[src/rtl/audio_timing_tdm_if.sv]
// Control inputs and registered timing outputs of the fractional-N audio TDM
// timing generator. The generator drives the master side; serializers and
// the mixer observe the slave side.
interface audio_timing_tdm_if #(
    parameter int SLOTS         = 2,
    parameter int BITS_PER_SLOT = 16
);
    localparam int SLOT_W = (SLOTS > 1) ? $clog2(SLOTS) : 1;
    localparam int BIT_W  = (BITS_PER_SLOT > 1) ? $clog2(BITS_PER_SLOT) : 1;

    logic              enable;
    logic              rate_sel;
    logic              bclk;
    logic              fsync;
    logic              shift_strobe;
    logic              load_strobe;
    logic [SLOT_W-1:0] slot_index;
    logic [BIT_W-1:0]  bit_index;
    logic              sample_strobe;

    modport master (
        input  enable, rate_sel,
        output bclk, fsync, shift_strobe, load_strobe,
               slot_index, bit_index, sample_strobe
    );

    modport slave (
        output enable, rate_sel,
        input  bclk, fsync, shift_strobe, load_strobe,
               slot_index, bit_index, sample_strobe
    );
endinterface

[src/rtl/audio_timing_tdm.sv]
// Fractional-N audio timing generator. A single phase accumulator produces
// BCLK edges from the system clock; frame position, frame sync and the
// serializer/mixer strobes are counted from BCLK falling edges, so they stay
// bit-aligned. Two selectable sample rates switch only at a frame wrap.
module audio_timing_tdm #(
    parameter int CLK_RATE      = 24_576_000,
    parameter int RATE0         = 48_000,
    parameter int RATE1         = 44_100,
    parameter int BITS_PER_SLOT = 16,
    parameter int SLOTS         = 2,
    parameter int FORMAT        = 0
) (
    input  logic               clk,
    input  logic               reset,
    audio_timing_tdm_if.master tdm
);
    localparam int FRAME_BITS = SLOTS * BITS_PER_SLOT;
    localparam int HALF       = FRAME_BITS / 2;
    localparam int ACC_W      = $clog2(CLK_RATE) + 1;
    localparam int POS_W      = (FRAME_BITS > 1) ? $clog2(FRAME_BITS) : 1;
    localparam int SLOT_W     = (SLOTS > 1) ? $clog2(SLOTS) : 1;
    localparam int BIT_W      = (BITS_PER_SLOT > 1) ? $clog2(BITS_PER_SLOT) : 1;

    // BCLK edge rate (two edges per bit) for each selectable sample rate.
    localparam longint INC0_L = longint'(2) * longint'(RATE0) * longint'(FRAME_BITS);
    localparam longint INC1_L = longint'(2) * longint'(RATE1) * longint'(FRAME_BITS);

    localparam logic [ACC_W-1:0]  CLK_K     = ACC_W'(CLK_RATE);
    localparam logic [ACC_W-1:0]  INC0      = ACC_W'(INC0_L);
    localparam logic [ACC_W-1:0]  INC1      = ACC_W'(INC1_L);
    localparam logic [POS_W-1:0]  POS_LAST  = POS_W'(FRAME_BITS - 1);
    localparam logic [SLOT_W-1:0] SLOT_LAST = SLOT_W'(SLOTS - 1);
    localparam logic [BIT_W-1:0]  BIT_LAST  = BIT_W'(BITS_PER_SLOT - 1);

    if (INC0_L > longint'(CLK_RATE) || INC1_L > longint'(CLK_RATE)) begin : g_bad_rate
        $error("audio_timing_tdm: BCLK edge rate exceeds CLK_RATE");
    end
    if (FORMAT < 2 && (SLOTS % 2) != 0) begin : g_bad_slots
        $error("audio_timing_tdm: I2S/left-justified formats need an even SLOTS");
    end
    if (BITS_PER_SLOT < 2 || SLOTS < 1 || FORMAT < 0 || FORMAT > 3) begin : g_bad_shape
        $error("audio_timing_tdm: illegal BITS_PER_SLOT, SLOTS or FORMAT");
    end

    // Frame-sync level for a given (new) bit position.
    function automatic logic fsync_of(input logic [POS_W-1:0] p);
        int   pi;
        logic f;
        pi = int'(p);
        case (FORMAT)
            0:       f = (((pi + 1) % FRAME_BITS) >= HALF);
            1:       f = (pi >= HALF);
            2:       f = (pi == FRAME_BITS - 1);
            default: f = (pi == 0);
        endcase
        return f;
    endfunction

    logic [ACC_W-1:0]  acc_q, acc_d;
    logic              bclk_q, bclk_d;
    logic [POS_W-1:0]  pos_q, pos_d;
    logic [SLOT_W-1:0] slot_q, slot_d;
    logic [BIT_W-1:0]  bit_q, bit_d;
    logic              fsync_q, fsync_d;
    logic              shift_q, shift_d;
    logic              load_q, load_d;
    logic              sample_q, sample_d;
    logic              inc_sel_q, inc_sel_d;
    logic              pending_q, pending_d;

    logic [ACC_W-1:0]  inc_active;
    logic [ACC_W-1:0]  acc_sum;
    logic              edge_hit;
    logic              fall_hit;
    logic              wrap_hit;

    // acc < CLK_RATE and inc <= CLK_RATE, so the sum always fits ACC_W bits.
    assign inc_active = inc_sel_q ? INC1 : INC0;
    assign acc_sum    = acc_q + inc_active;
    assign edge_hit   = (acc_sum >= CLK_K);
    assign fall_hit   = edge_hit & bclk_q;
    assign wrap_hit   = fall_hit & (pos_q == POS_LAST);

    // Next state: accumulator step, BCLK edge handling, position/strobes, idle override.
    always_comb begin
        acc_d     = edge_hit ? (acc_sum - CLK_K) : acc_sum;
        bclk_d    = bclk_q ^ edge_hit;
        pos_d     = pos_q;
        slot_d    = slot_q;
        bit_d     = bit_q;
        fsync_d   = fsync_q;
        shift_d   = 1'b0;
        load_d    = 1'b0;
        sample_d  = 1'b0;
        inc_sel_d = inc_sel_q;
        pending_d = tdm.rate_sel;

        if (fall_hit) begin
            shift_d = 1'b1;
            if (bit_q == BIT_LAST) begin
                bit_d  = '0;
                load_d = 1'b1;
                slot_d = (slot_q == SLOT_LAST) ? '0 : slot_q + SLOT_W'(1);
            end else begin
                bit_d = bit_q + BIT_W'(1);
            end
            pos_d    = wrap_hit ? '0 : pos_q + POS_W'(1);
            sample_d = wrap_hit;
            fsync_d  = fsync_of(pos_d);
        end

        // The rate only changes where a new frame begins.
        if (wrap_hit) begin
            inc_sel_d = pending_q;
        end

        // Idle parks just before a wrap, with fsync already at its post-wrap
        // level, so restarting produces no spurious fsync transition.
        if (!tdm.enable) begin
            acc_d     = '0;
            bclk_d    = 1'b0;
            pos_d     = POS_LAST;
            slot_d    = SLOT_LAST;
            bit_d     = BIT_LAST;
            fsync_d   = fsync_of(POS_W'(0));
            shift_d   = 1'b0;
            load_d    = 1'b0;
            sample_d  = 1'b0;
            inc_sel_d = tdm.rate_sel;
        end
    end

    // State register; asynchronous reset lands in the idle state at RATE0.
    always_ff @(posedge clk or posedge reset) begin
        if (reset) begin
            acc_q     <= '0;
            bclk_q    <= 1'b0;
            pos_q     <= POS_LAST;
            slot_q    <= SLOT_LAST;
            bit_q     <= BIT_LAST;
            fsync_q   <= fsync_of(POS_W'(0));
            shift_q   <= 1'b0;
            load_q    <= 1'b0;
            sample_q  <= 1'b0;
            inc_sel_q <= 1'b0;
            pending_q <= 1'b0;
        end else begin
            acc_q     <= acc_d;
            bclk_q    <= bclk_d;
            pos_q     <= pos_d;
            slot_q    <= slot_d;
            bit_q     <= bit_d;
            fsync_q   <= fsync_d;
            shift_q   <= shift_d;
            load_q    <= load_d;
            sample_q  <= sample_d;
            inc_sel_q <= inc_sel_d;
            pending_q <= pending_d;
        end
    end

    assign tdm.bclk          = bclk_q;
    assign tdm.fsync         = fsync_q;
    assign tdm.shift_strobe  = shift_q;
    assign tdm.load_strobe   = load_q;
    assign tdm.slot_index    = slot_q;
    assign tdm.bit_index     = bit_q;
    assign tdm.sample_strobe = sample_q;
endmodule

[src/flat_wrapper.sv]
// flat-port wrapper written by rule: the top's interface ports become plain ports
module audio_timing_tdm_flat 
#(
    parameter int CLK_RATE      = 24_576_000,
    parameter int RATE0         = 48_000,
    parameter int RATE1         = 44_100,
    parameter int BITS_PER_SLOT = 16,
    parameter int SLOTS         = 2,
    parameter int FORMAT        = 0
)
  (clk, reset, tdm_enable, tdm_rate_sel, tdm_bclk, tdm_fsync, tdm_shift_strobe, tdm_load_strobe, tdm_slot_index, tdm_bit_index, tdm_sample_strobe);
  audio_timing_tdm_if #(.SLOTS(SLOTS), .BITS_PER_SLOT(BITS_PER_SLOT)) tdm_i ();
  input  logic clk;
  input  logic reset;
  input wire logic [$bits(tdm_i.enable)-1:0] tdm_enable;
  input wire logic [$bits(tdm_i.rate_sel)-1:0] tdm_rate_sel;
  output wire logic [$bits(tdm_i.bclk)-1:0] tdm_bclk;
  output wire logic [$bits(tdm_i.fsync)-1:0] tdm_fsync;
  output wire logic [$bits(tdm_i.shift_strobe)-1:0] tdm_shift_strobe;
  output wire logic [$bits(tdm_i.load_strobe)-1:0] tdm_load_strobe;
  output wire logic [$bits(tdm_i.slot_index)-1:0] tdm_slot_index;
  output wire logic [$bits(tdm_i.bit_index)-1:0] tdm_bit_index;
  output wire logic [$bits(tdm_i.sample_strobe)-1:0] tdm_sample_strobe;
  assign tdm_i.enable = tdm_enable;
  assign tdm_i.rate_sel = tdm_rate_sel;
  assign tdm_bclk = tdm_i.bclk;
  assign tdm_fsync = tdm_i.fsync;
  assign tdm_shift_strobe = tdm_i.shift_strobe;
  assign tdm_load_strobe = tdm_i.load_strobe;
  assign tdm_slot_index = tdm_i.slot_index;
  assign tdm_bit_index = tdm_i.bit_index;
  assign tdm_sample_strobe = tdm_i.sample_strobe;
  audio_timing_tdm #(.CLK_RATE(CLK_RATE), .RATE0(RATE0), .RATE1(RATE1), .BITS_PER_SLOT(BITS_PER_SLOT), .SLOTS(SLOTS), .FORMAT(FORMAT)) u_core (.clk(clk), .reset(reset), .tdm(tdm_i));
endmodule
[config.mk]
export PLATFORM = sky130hd
export DESIGN_NAME = audio_timing_tdm_flat
export DESIGN_NICKNAME = d
export VERILOG_FILES = /design/src/rtl/audio_timing_tdm_if.sv /design/src/rtl/audio_timing_tdm.sv /design/src/flat_wrapper.sv
export SDC_FILE = /design/constraint.sdc
export NUM_CORES = 1
export LEC_CHECK = 0
export ABC_AREA = 0
export CORE_ASPECT_RATIO = 1.5
export CORE_UTILIZATION = 68
export DETAILED_ROUTE_END_ITERATION = 8
export DONT_BUFFER_PORTS = 1
export PLACE_DENSITY = 0.83
export SYNTH_ARGS = -nofsm -noshare
export SYNTH_HDL_FRONTEND = slang
export SYNTH_SLANG_ARGS = --single-unit
[constraint.sdc]
create_clock -name clk -period 6.37 [get_ports clk]
set_clock_uncertainty 0.2 [all_clocks]
set_input_delay 1.911 -clock clk [delete_from_list [all_inputs] [get_ports clk]]
set_output_delay 1.911 -clock clk [all_outputs]
set_load 0.05 [all_outputs]
# [Word-level counts from Yosys, hierarchy flattened]
# Index checks and enable logic that the tools add are counted.
# Widths: inputs -> output; s select.
[totals] reg_bits=43 inputBits=4 out_inout_bits=10 wordCells=55
[op_classes] n_addsub=6 order_cmp=2 eq_ne=5 muxes=25 n_bitwise=4 reduce_logical=2
[op_table] op="$mux 26" count=2
[op_table] op="$add 26x26->26" count=1
[op_table] op="$ge 26x25->1 const B" count=1
[op_table] op="$sub 26x25->26 const B" count=1
[op_table] op="$mux 19" count=1
[op_table] op="$mux 1" count=16
[op_table] op="$mux 5" count=3
[op_table] op="$mux 4" count=3
[op_table] op="$add 5x1->5 const B" count=2
[op_table] op="$ge 6x6->1 const B" count=1
[op_table] op="$ne 2x1->1 const B" count=3
[op_table] op="$eq 5x5->1 const B" count=1
[op_table] op="$reduce_or 5->1" count=1
[op_table] op="$add 4x1->4 const B" count=1
[op_table] op="$eq 4x4->1 const B" count=1
[op_table] op="$and 1x1->1" count=2
[op_table] op="$reduce_and 2->1" count=1
[op_table] op="$add 1x1->1 const B" count=1
[op_table] op="$and 1x1->1 const A" count=1
[op_table] op="$xor 1x1->1" count=1

# [Depth between registers and ports, before layout]
# Gate-level depths: netlist of the first run.
[depth] ltp_word=12 mapped_depth=16 depth_no_buf=16

# [Worst setup path before layout of the first run]
# No wires, ideal clock.
[synth_path] kind="flip-flop to flip-flop" start="reg u_core.inc_sel_q" end="reg u_core.slot_q (netlist: u_core.tdm.slot_index)" t_arrival_ns=3.686 path_slack_ns=2.395 path_stages_with_launch=17 path_buffers=1 period_less_slack_ns=3.975 path_cell_list="dfrtp_1 inv_1 ha_1 nand4_1 o22a_1 a2111oi_0 or2_2 ha_1 a32oi_2 o41ai_4 a21oi_4 inv_2 ha_1 clkbuf_1 nand4_1 xor2_1 nand2_1"
[synth_via] elab_chain_len=6
[synth_lines] element="start: declaration" line="audio_timing_tdm.sv:68" source="logic inc_sel_q, inc_sel_d;"
[synth_lines] element="start signal: assignment" line="audio_timing_tdm.sv:157" source="inc_sel_q <= inc_sel_d;"
[synth_lines] element="$mux 19" line="audio_timing_tdm.sv:78" source="assign inc_active = inc_sel_q ? INC1 : INC0;"
[synth_lines] element="$add 26x26->26" line="audio_timing_tdm.sv:79" source="assign acc_sum = acc_q + inc_active;"
[synth_lines] element="$ge 26x25->1" line="audio_timing_tdm.sv:80" source="assign edge_hit = (acc_sum >= CLK_K);"
[synth_lines] element="$and 1x1->1" line="audio_timing_tdm.sv:81" source="assign fall_hit = edge_hit & bclk_q;"
[synth_lines] element="$ne 2x1->1 (no line)"
[synth_lines] element="$reduce_and 2->1 (no line)"
[synth_lines] element="end signal: assignment" line="audio_timing_tdm.sv:151" source="slot_q <= slot_d;"
[synth_lines] element="end: declaration" line="audio_timing_tdm.sv:62" source="logic [SLOT_W-1:0] slot_q, slot_d;"
# Every way passes these cells.
# A chain may end at the register's enable or synchronous reset.

# [Worst setup path after layout of the first run]
[layout_path] start="reg u_core.inc_sel_q" end="reg u_core.bit_q[0] (netlist: u_core.tdm.bit_index[0])"
[layout_via] elab_chain_len=5
[layout_lines] element="$mux 19" line="audio_timing_tdm.sv:78"
[layout_lines] element="$add 26x26->26" line="audio_timing_tdm.sv:79"
[layout_lines] element="$ge 26x25->1" line="audio_timing_tdm.sv:80"
[layout_lines] element="$and 1x1->1" line="audio_timing_tdm.sv:81"
[layout_lines] element="$ne 2x1->1 (no line)"
[layout_lines] element="end signal: assignment" line="audio_timing_tdm.sv:152" source="bit_q <= bit_d;"
[layout_lines] element="end: declaration" line="audio_timing_tdm.sv:63" source="logic [BIT_W-1:0] bit_q, bit_d;"
# Every way passes these cells.

==> flow_metrics.py, run 1 <==
metrics = {
    "status": {
        "outcome": "finished, final reports clean",
    },
    "synth": {
        "synth-async-reset-ratio_pct": 100.0,
        "syn_nets": 273,
        "synth.cell_area_um2": 2419,
        "synth_sequential_area_ratio_pct": 36.73,
        "synth_ff_type": "sky130_fd_sc_hd__dfrtp_1",
        "netlist_top_cells_area": "sky130_fd_sc_hd__dfrtp_1, sky130_fd_sc_hd__dfstp_2, sky130_fd_sc_hd__ha_1",
        "syn_inst": 256,
        "list_of_most_frequent_post_synthesis_cells": "sky130_fd_sc_hd__nand2_1, sky130_fd_sc_hd__dfrtp_1, sky130_fd_sc_hd__nor2_1",
        "synth_top_cell_area_share_pct": 25.87,
        "syn-mean-instance-area_um2": 9.448,
        "netlist-cell-type-count": 65,
        "yosysWarnings": 0,
        "ys_ff_latch": 35,
        "synth_edf_count": 0,
        "yosysMostFrequentCell": "sky130_fd_sc_hd__nand2_1",
        "synth_largest_area_cell": "sky130_fd_sc_hd__dfrtp_1",
    },
    "grt": {
        "grt_remaining_overflow": 0,
        "globalRoute.busiestLayer": "met2",
        "grt_pass1_vias": 1882,
        "grt_util_met1_pct": 34.64,
        "groute.layer.met3.usage_pct": 6.061,
        "largest_net_degree_at_the_start_of_global_routing": 28,
        "grt_first_pass_wirelength_mm": 8.238,
        "grt_usage_pct": 29.30,
        "globalRouteMet2Util_pct": 52.74,
        "grt_antenna_before_repair": 0,
    },
    "placed_design": {
        "port_buffers": 0,
        "finalWeightedCongestion": 0.9211,
        "dp_cells": 292,
        "detailed_place_hpwl_mm": 3.704,
        "dpl_cell_area_um2": 2445,
    },
    "finish": {
        "area.growth.synth_to_final_pct": 4.759,
        "final_core_utilization_pct": 74.18,
        "post_route_cells_drive_above_1_share_pct": 16.28,
        "post-route-cell-area_um2": 2534,
        "design.final.nets": 274,
        "antenna_cells": 0,
        "layout.cells.non_filler": 300,
        "fillers": 261,
    },
    "sta": {
        "tightest_slew_ps": 778.5,
        "drv_slew": 0,
        "number_of_endpoints_with_negative_hold_slack_in_the_final_report": 0,
        "finalSetupViolCount": 0,
        "fmaxAchievable_mhz": 207.5,
        "final.setup.tns_ps": 0,
        "slew-limit-headroom_pct": 46.76,
        "finalCriticalPeriod_ps": 4820,
        "rsz0062_at_grt": "false",
        "min_period_over_period_pct": 75.67,
    },
    "route": {
        "drt-wirelength-per-cell_um": 16.24,
        "drc": 0,
        "routed_wl_mm": 4.871,
        "first_iter_violations": 47,
        "avgViaCountPerCell": 6.417,
        "detail_route.first_pass.iterations": 4,
        "detail-route-antenna-nets": 0,
        "routed-via-count": 1925,
    },
    "critical_path": {
        "worst_path_most_repeated_cell": "sky130_fd_sc_hd__ha_1",
        "worst_ep_arrival_time_ps": 4850,
        "timing.critical_path.from_type": "flop",
        "worstPathCellList": "inv_1 -> ha_1 -> nand4_1 -> o22a_1 -> a2111oi_0 -> or2_2 -> ha_1 -> a32oi_2 -> o41ai_4 -> a21oi_4 -> inv_2 -> ha_1 -> inv_1 -> a311oi_1 -> a21oi_1 -> nand2_1",
        "path_max_fanout": 14,
        "cp_data_required_time_ps": 6400,
        "critical_path_slowest_stage_cell": "sky130_fd_sc_hd__a2111oi_0",
        "cp_slowest_stage_delay_ps": 720,
        "crit_path_end_kind": "flop",
        "crit_type": "flop to flop",
    },
    "clock_tree": {
        "cts_post_setup_buffers_inserted": 0,
        "cts.htree.levels": 2,
        "cts_max_path_buffers": 2,
        "cts_buffers": 5,
        "hold_buffers": 0,
        "tritoncts": "yes",
        "clkLatencyLatePin_ps": 290,
        "post_cts_resized": 0,
        "cts_root_buffer": "sky130_fd_sc_hd__clkbuf_8",
        "clock_tree_sinks": 35,
        "clk_pin_slew_ps": 70,
    },
    "die": {
        "core_region_area_um2": 3416,
        "die-width_um": 50.70,
        "floorplan.die_area_um2": 3804,
        "boundaryPins": 14,
        "effective_utilization_at_floorplan_pct": 70.81,
        "die_height_um": 75.04,
        "rows": 26,
    },
    "power_and_ir_drop": {
        "power-per-cell-area_nw_per_um2": 393.6,
        "leakage_nw": 1.093,
        "max-vdd-ir-drop_mv": 0.2629,
    },
    "job": {
        "maxCapViolCount": 0,
    },
    "worst_hold_path": {
        "min_path_type": "flop to flop",
    },
}
where the power goes:
group	switching (W)	internal (W)	total (W)	leakage, nW
clock	0.0000823	0.0000760	0.000158	0.0402
combinational	0.000315	0.000224	0.000538	0.619
sequential	0.0000456	0.000255	0.000301	0.434
state kept, by name (all words and copies together) (netlist names):
register                  flops
u_core.inc_sel_q              1
u_core.tdm.bit_index          4
u_core.pending_q              1
u_core.tdm.load_strobe        1
u_core.acc_q                 18
u_core.tdm.shift_strobe       1
u_core.tdm.sample_strobe      1
u_core.tdm.bclk               1
u_core.tdm.fsync              1
u_core.pos_q                  5
u_core.tdm.slot_index         1
per-layer routing:
metal / share of wire [%] / vias up
met2: 52 / 46
met3: 4.1 / 7
li1: - / 945
met1: 42 / 927
met5: 0 / -
met4: 1.4 / 0
worst paths after layout:
path,startpoint,to,slack [ps],depth (start not counted)
worst min register to register,u_core.pos_q[4]$_DFFE_PP1P_,u_core.pos_q[4]$_DFFE_PP1P_,350,2
worst max register to register,u_core.inc_sel_q$_DFFE_PP0P_,u_core.tdm.bit_index[0]$_DFFE_PP1P_,1550,16
min in group asynchronous,reset,u_core.acc_q[11]$_DFF_PP0_,1270,1
max in group asynchronous,reset,u_core.pos_q[1]$_DFFE_PP1P_,4000,2
worst min-delay path,u_core.pos_q[4]$_DFFE_PP1P_,u_core.pos_q[4]$_DFFE_PP1P_,350,2
worst max-delay path,u_core.inc_sel_q$_DFFE_PP0P_,u_core.tdm.bit_index[0]$_DFFE_PP1P_,1550,16
layout make-up:
class | instances | area, µm² | share of cell area (%)
Multi-Input combinational cell | 196 | 1429 | 56.40
Sequential cell | 35 | 888.4 | 35.06
Clock buffer | 5 | 68.82 | 2.716
Inverter | 18 | 67.56 | 2.667
Tap cell | 42 | 52.55 | 2.074
Clock inverter | 3 | 20.02 | 0.7901
Timing Repair Buffer | 1 | 7.507 | 0.2963
placed cells by master (no fill, tap or decap), types with 3 or more instances in the layout:
master / synthesis / routed
sky130_fd_sc_hd__xor2_1: 5 / 5
sky130_fd_sc_hd__nor3_1: 8 / 8
sky130_fd_sc_hd__xnor2_1: 7 / 7
sky130_fd_sc_hd__o21ai_0: 8 / 8
sky130_fd_sc_hd__a21oi_1: 14 / 14
sky130_fd_sc_hd__mux2i_1: 5 / 5
sky130_fd_sc_hd__o311ai_0: 3 / 3
sky130_fd_sc_hd__o211ai_1: 4 / 4
sky130_fd_sc_hd__and2_1: 5 / 5
sky130_fd_sc_hd__a211oi_1: 3 / 3
sky130_fd_sc_hd__nand4_1: 3 / 3
sky130_fd_sc_hd__ha_1: 13 / 13
sky130_fd_sc_hd__nand2_1: 27 / 27
sky130_fd_sc_hd__nand2b_1: 5 / 5
sky130_fd_sc_hd__nand3_1: 7 / 7
sky130_fd_sc_hd__and3_1: 5 / 5
sky130_fd_sc_hd__dfstp_2: 10 / 10
sky130_fd_sc_hd__dfrtp_1: 25 / 25
sky130_fd_sc_hd__o221ai_1: 4 / 4
sky130_fd_sc_hd__inv_1: 17 / 17
sky130_fd_sc_hd__nor2_1: 20 / 20
sky130_fd_sc_hd__clkbuf_8: 0 / 5
metrics by stage:
| stage | worst slack (ps) | total power [W] | hold WS, ps |
|---|---|---|---|
| 2_1_floorplan | 2395 | 0.0007503 | 300.9 |
| 3_3_place_gp | 1725 | 0.0008279 | 312.1 |
| 3_5_place_dp | 1546 | 0.0008357 | 336.2 |
| 4_1_cts | 1578 | 0.0009967 | 347.8 |
| 5_1_grt | 1188 | 0.001080 | 372.5 |
| 6_report | 1550 | 0.0009972 | 345.4 |
cells by family after synthesis:
family	synth area share, %
DFF	36.73
buffers and inverters	4.190
and+or+nand+nor	21.68
AOI/OAI and AO/OA	24.27
muxes	2.069
adders and majority gates	6.725
xor gates and xnor gates	4.346
critical path, delay by kind of cell (launching register included):
family	cells	cell delay, ps
buf+inv	3	490
simple gates	3	490
compound gates	7	2110
fa+ha+maj	3	1040
flops	1	440
No activity file was read; power rests on OpenSTA's default activity.
==> inputs of run 2 (changes only) <==
--- a/config.mk
+++ b/config.mk
@@ -7,10 +7,10 @@
 export LEC_CHECK = 0
 export ABC_AREA = 0
 export CORE_ASPECT_RATIO = 1.5
-export CORE_UTILIZATION = 68
+export CORE_UTILIZATION = 64
 export DETAILED_ROUTE_END_ITERATION = 8
 export DONT_BUFFER_PORTS = 1
-export PLACE_DENSITY = 0.83
+export PLACE_DENSITY = 0.79
 export SYNTH_ARGS = -nofsm -noshare
 export SYNTH_HDL_FRONTEND = slang
 export SYNTH_SLANG_ARGS = --single-unit
==> constraint.sdc (replaced) <==
create_clock -name clk -period 4.9 [get_ports clk]
set_clock_uncertainty 0.2 [all_clocks]
set_input_delay 1.47 -clock clk [delete_from_list [all_inputs] [get_ports clk]]
set_output_delay 1.47 -clock clk [all_outputs]
set_load 0.05 [all_outputs]
==> run 2 against run 1 <==
Net effect: sequential cell count is the same; sequential power grew 30%; die area grew 6.0%; total power grew 32%; core utilization shrank 4.3 points; sequential share of layout area shrank 0.21 points; global-route usage shrank 0.52 points; non-clock buffer count grew 2; final cell count grew 1.0%.
==> flow_metrics.py, run 2 (same netlist as run 1, synthesis figures left out) <==
metrics = {
    "placed_design": {
        "finalWeightedCongestion": 0.8337,
        "detailed_place_hpwl_mm": 3.774,
        "port_buffers": 0,
    },
    "critical_path": {
        "ff_to_ff_setup_slack_ps": 450,
        "r2r_end": "u_core.pos_q[3]$_DFFE_PP1P_",
        "cp_slowest_stage_delay_ps": 520,
        "crit_start": "u_core.inc_sel_q$_DFFE_PP0P_",
        "crit_type": "flop to flop",
        "path_max_fanout": 14,
        "worst_ep_arrival_time_ps": 4430,
        "crit_path_end_kind": "flop",
        "timing.critical_path.to": "u_core.pos_q[3]$_DFFE_PP1P_",
        "cp_data_required_time_ps": 4880,
        "critical_path_slowest_stage_cell": "sky130_fd_sc_hd__a2111oi_0",
        "worst_r2r_path_depth": 14,
        "timing.critical_path.from_type": "flop",
        "worstPathCellList": "inv_1 -> ha_1 -> nand4_1 -> o22a_1 -> a2111oi_0 -> or2_2 -> ha_1 -> a32oi_2 -> o41ai_4 -> a21oi_4 -> inv_2 -> ha_2 -> nand2b_1 -> o311ai_0",
        "worstReg2RegStart": "u_core.inc_sel_q$_DFFE_PP0P_",
        "worst_path_most_repeated_cell": "sky130_fd_sc_hd__ha_1",
    },
    "route": {
        "routed_wl_mm": 5.086,
        "avgViaCountPerCell": 6.604,
        "detail-route-antenna-nets": 0,
        "first_iter_violations": 71,
        "drc": 0,
        "drt-wirelength-per-cell_um": 16.79,
        "detail_route.first_pass.iterations": 6,
        "routed-via-count": 2001,
    },
    "clock_tree": {
        "cts_post_setup_buffers_inserted": 0,
        "cts.htree.levels": 2,
        "cts_buffers": 5,
        "tritoncts": "yes",
        "clkLatencyLatePin_ps": 290,
        "clock_tree_sinks": 35,
        "clk_pin_slew_ps": 70,
        "cts_max_path_buffers": 2,
        "cts_root_buffer": "sky130_fd_sc_hd__clkbuf_8",
    },
    "die": {
        "boundaryPins": 14,
        "die-width_um": 52.20,
        "effective_utilization_at_floorplan_pct": 66.29,
        "rows": 27,
        "die_height_um": 77.29,
        "floorplan.die_area_um2": 4034,
        "core_region_area_um2": 3649,
    },
    "grt": {
        "grt_usage_pct": 28.78,
        "grt_first_pass_wirelength_mm": 8.797,
        "grt_antenna_before_repair": 0,
        "grt_pass1_vias": 1951,
        "grt_remaining_overflow": 0,
        "largest_net_degree_at_the_start_of_global_routing": 29,
    },
    "finish": {
        "design.final.nets": 276,
        "final_core_utilization_pct": 69.86,
        "post_route_cells_drive_above_1_share_pct": 16.92,
        "fillers": 296,
        "regMostFlops": "u_core.acc_q",
        "largest_register_ff_count": 18,
        "antenna_cells": 0,
        "most-common-layout-cells": "sky130_fd_sc_hd__nand2_1, sky130_fd_sc_hd__dfrtp_1, sky130_fd_sc_hd__nor2_1, sky130_fd_sc_hd__inv_1, sky130_fd_sc_hd__a21oi_1",
        "final_common_cell": "sky130_fd_sc_hd__nand2_1",
        "area.growth.synth_to_final_pct": 5.380,
    },
    "power_and_ir_drop": {
        "internal_power_w": 0.0007337,
        "max-vdd-ir-drop_mv": 0.3699,
        "clkPwrFrac_pct": 15.3,
        "net-switching-power_w": 0.0005853,
        "leakage_nw": 1.101,
        "power_w": 0.001319,
        "p_seq_share_pct": 29.8,
        "netSwitchingFraction_pct": 44.37,
        "combinational_group_share_of_total_power_pct": 54.9,
        "power-per-cell-area_nw_per_um2": 517.5,
    },
    "sta": {
        "number_of_endpoints_with_negative_hold_slack_in_the_final_report": 0,
        "post_route_worst_hold_slack_ps": 327.4,
        "finalSetupViolCount": 0,
        "finalCriticalPeriod_ps": 4451,
        "slew-limit-headroom_pct": 32.31,
        "fmaxAchievable_mhz": 224.7,
        "final.setup.tns_ps": 0,
        "rsz0062_at_grt": "false",
        "tightest_slew_ps": 1014,
        "min_period_over_period_pct": 90.84,
        "drv_slew": 0,
    },
    "status": {
        "outcome": "finished, final reports clean",
    },
    "worst_hold_path": {
        "min_path_type": "flop to flop",
    },
    "job": {
        "maxCapViolCount": 0,
    },
}
-- run 2: cell types whose count changed in the layout (fill, tap and decap cells not counted), sizes merged --
cell / previous run / this run
buf: 1 / 3
clkbuf: 5 / 6
clkinvlp: 2 / 1
-- run 2: cell type report --
type | instances | area [µm²] | area share (%)
Timing Repair Buffer | 3 | 22.52 | 0.8837
Multi-Input combinational cell | 196 | 1431 | 56.16
Inverter | 18 | 67.56 | 2.651
Tap cell | 43 | 53.80 | 2.111
Clock inverter | 2 | 12.51 | 0.4909
Clock buffer | 6 | 72.57 | 2.847
Sequential cell | 35 | 888.4 | 34.86
-- run 2: worst min path at each step --
stage | start | endpoint | slack [ps] | cells after the start
floorplan | u_core.pos_q[4]$_DFFE_PP1P_ | u_core.pos_q[4]$_DFFE_PP1P_ | 300 | 2
global placement | u_core.pos_q[4]$_DFFE_PP1P_ | u_core.pos_q[4]$_DFFE_PP1P_ | 310 | 2
detailed placement | u_core.pos_q[4]$_DFFE_PP1P_ | u_core.pos_q[4]$_DFFE_PP1P_ | 320 | 2
CTS | u_core.pos_q[4]$_DFFE_PP1P_ | u_core.pos_q[4]$_DFFE_PP1P_ | 330 | 2
global route | u_core.pos_q[4]$_DFFE_PP1P_ | u_core.pos_q[4]$_DFFE_PP1P_ | 360 | 2
finish | u_core.pos_q[4]$_DFFE_PP1P_ | u_core.pos_q[4]$_DFFE_PP1P_ | 330 | 2
-- run 2: per-stage QoR --
stage	cell area, µm²	setup slack [ps]	cells
floorplan	2419	924.6	256
global placement	2461	610.6	295
detailed placement	2461	350.6	295
CTS	2546	333.0	303
global route	2549	34.62	303
finish	2549	448.9	303
-- run 2: what timing repair did --
item / in CTS / in global routing
gates resized for setup: 0 / 1
endpoints found under the setup margin: 0 / 6
hold buffers: 0 / 0
-- run 2: power by group through the flow --
stage	Clock (W)	Combinational (W)	Sequential, W
after detailed placement	0	0.000709	0.000397
final	0.000202	0.000725	0.000392
after global routing	0.000217	0.000797	0.000401
after global placement	0	0.000700	0.000394
after floorplan	0	0.000608	0.000367
after CTS	0.000206	0.000716	0.000391
-- run 2: critical path: cells and delay by family (launching register included) --
kind            cells  cell delay [ps]
flops               1              430
simple gates        3              530
buf+inv             2              290
fa+ha+maj           3              930
compound gates      6             1950
-- run 2: routing by layer --
layer  routed length [µm]  global-route usage, %
met4                  106                  10.26
met5                    0                      0
met3                  161                  3.571
met2                 2610                  47.69
met1                 2207                  37.69
==> inputs of run 3 (changes only) <==
--- a/config.mk
+++ b/config.mk
@@ -10,6 +10,7 @@
 export CORE_UTILIZATION = 64
 export DETAILED_ROUTE_END_ITERATION = 8
 export DONT_BUFFER_PORTS = 1
+export HOLD_SLACK_MARGIN = 0.15
 export PLACE_DENSITY = 0.79
 export SYNTH_ARGS = -nofsm -noshare
 export SYNTH_HDL_FRONTEND = slang
==> results of run 3 <==
The final DEF is identical to that of run 2; final timing and power are the same.
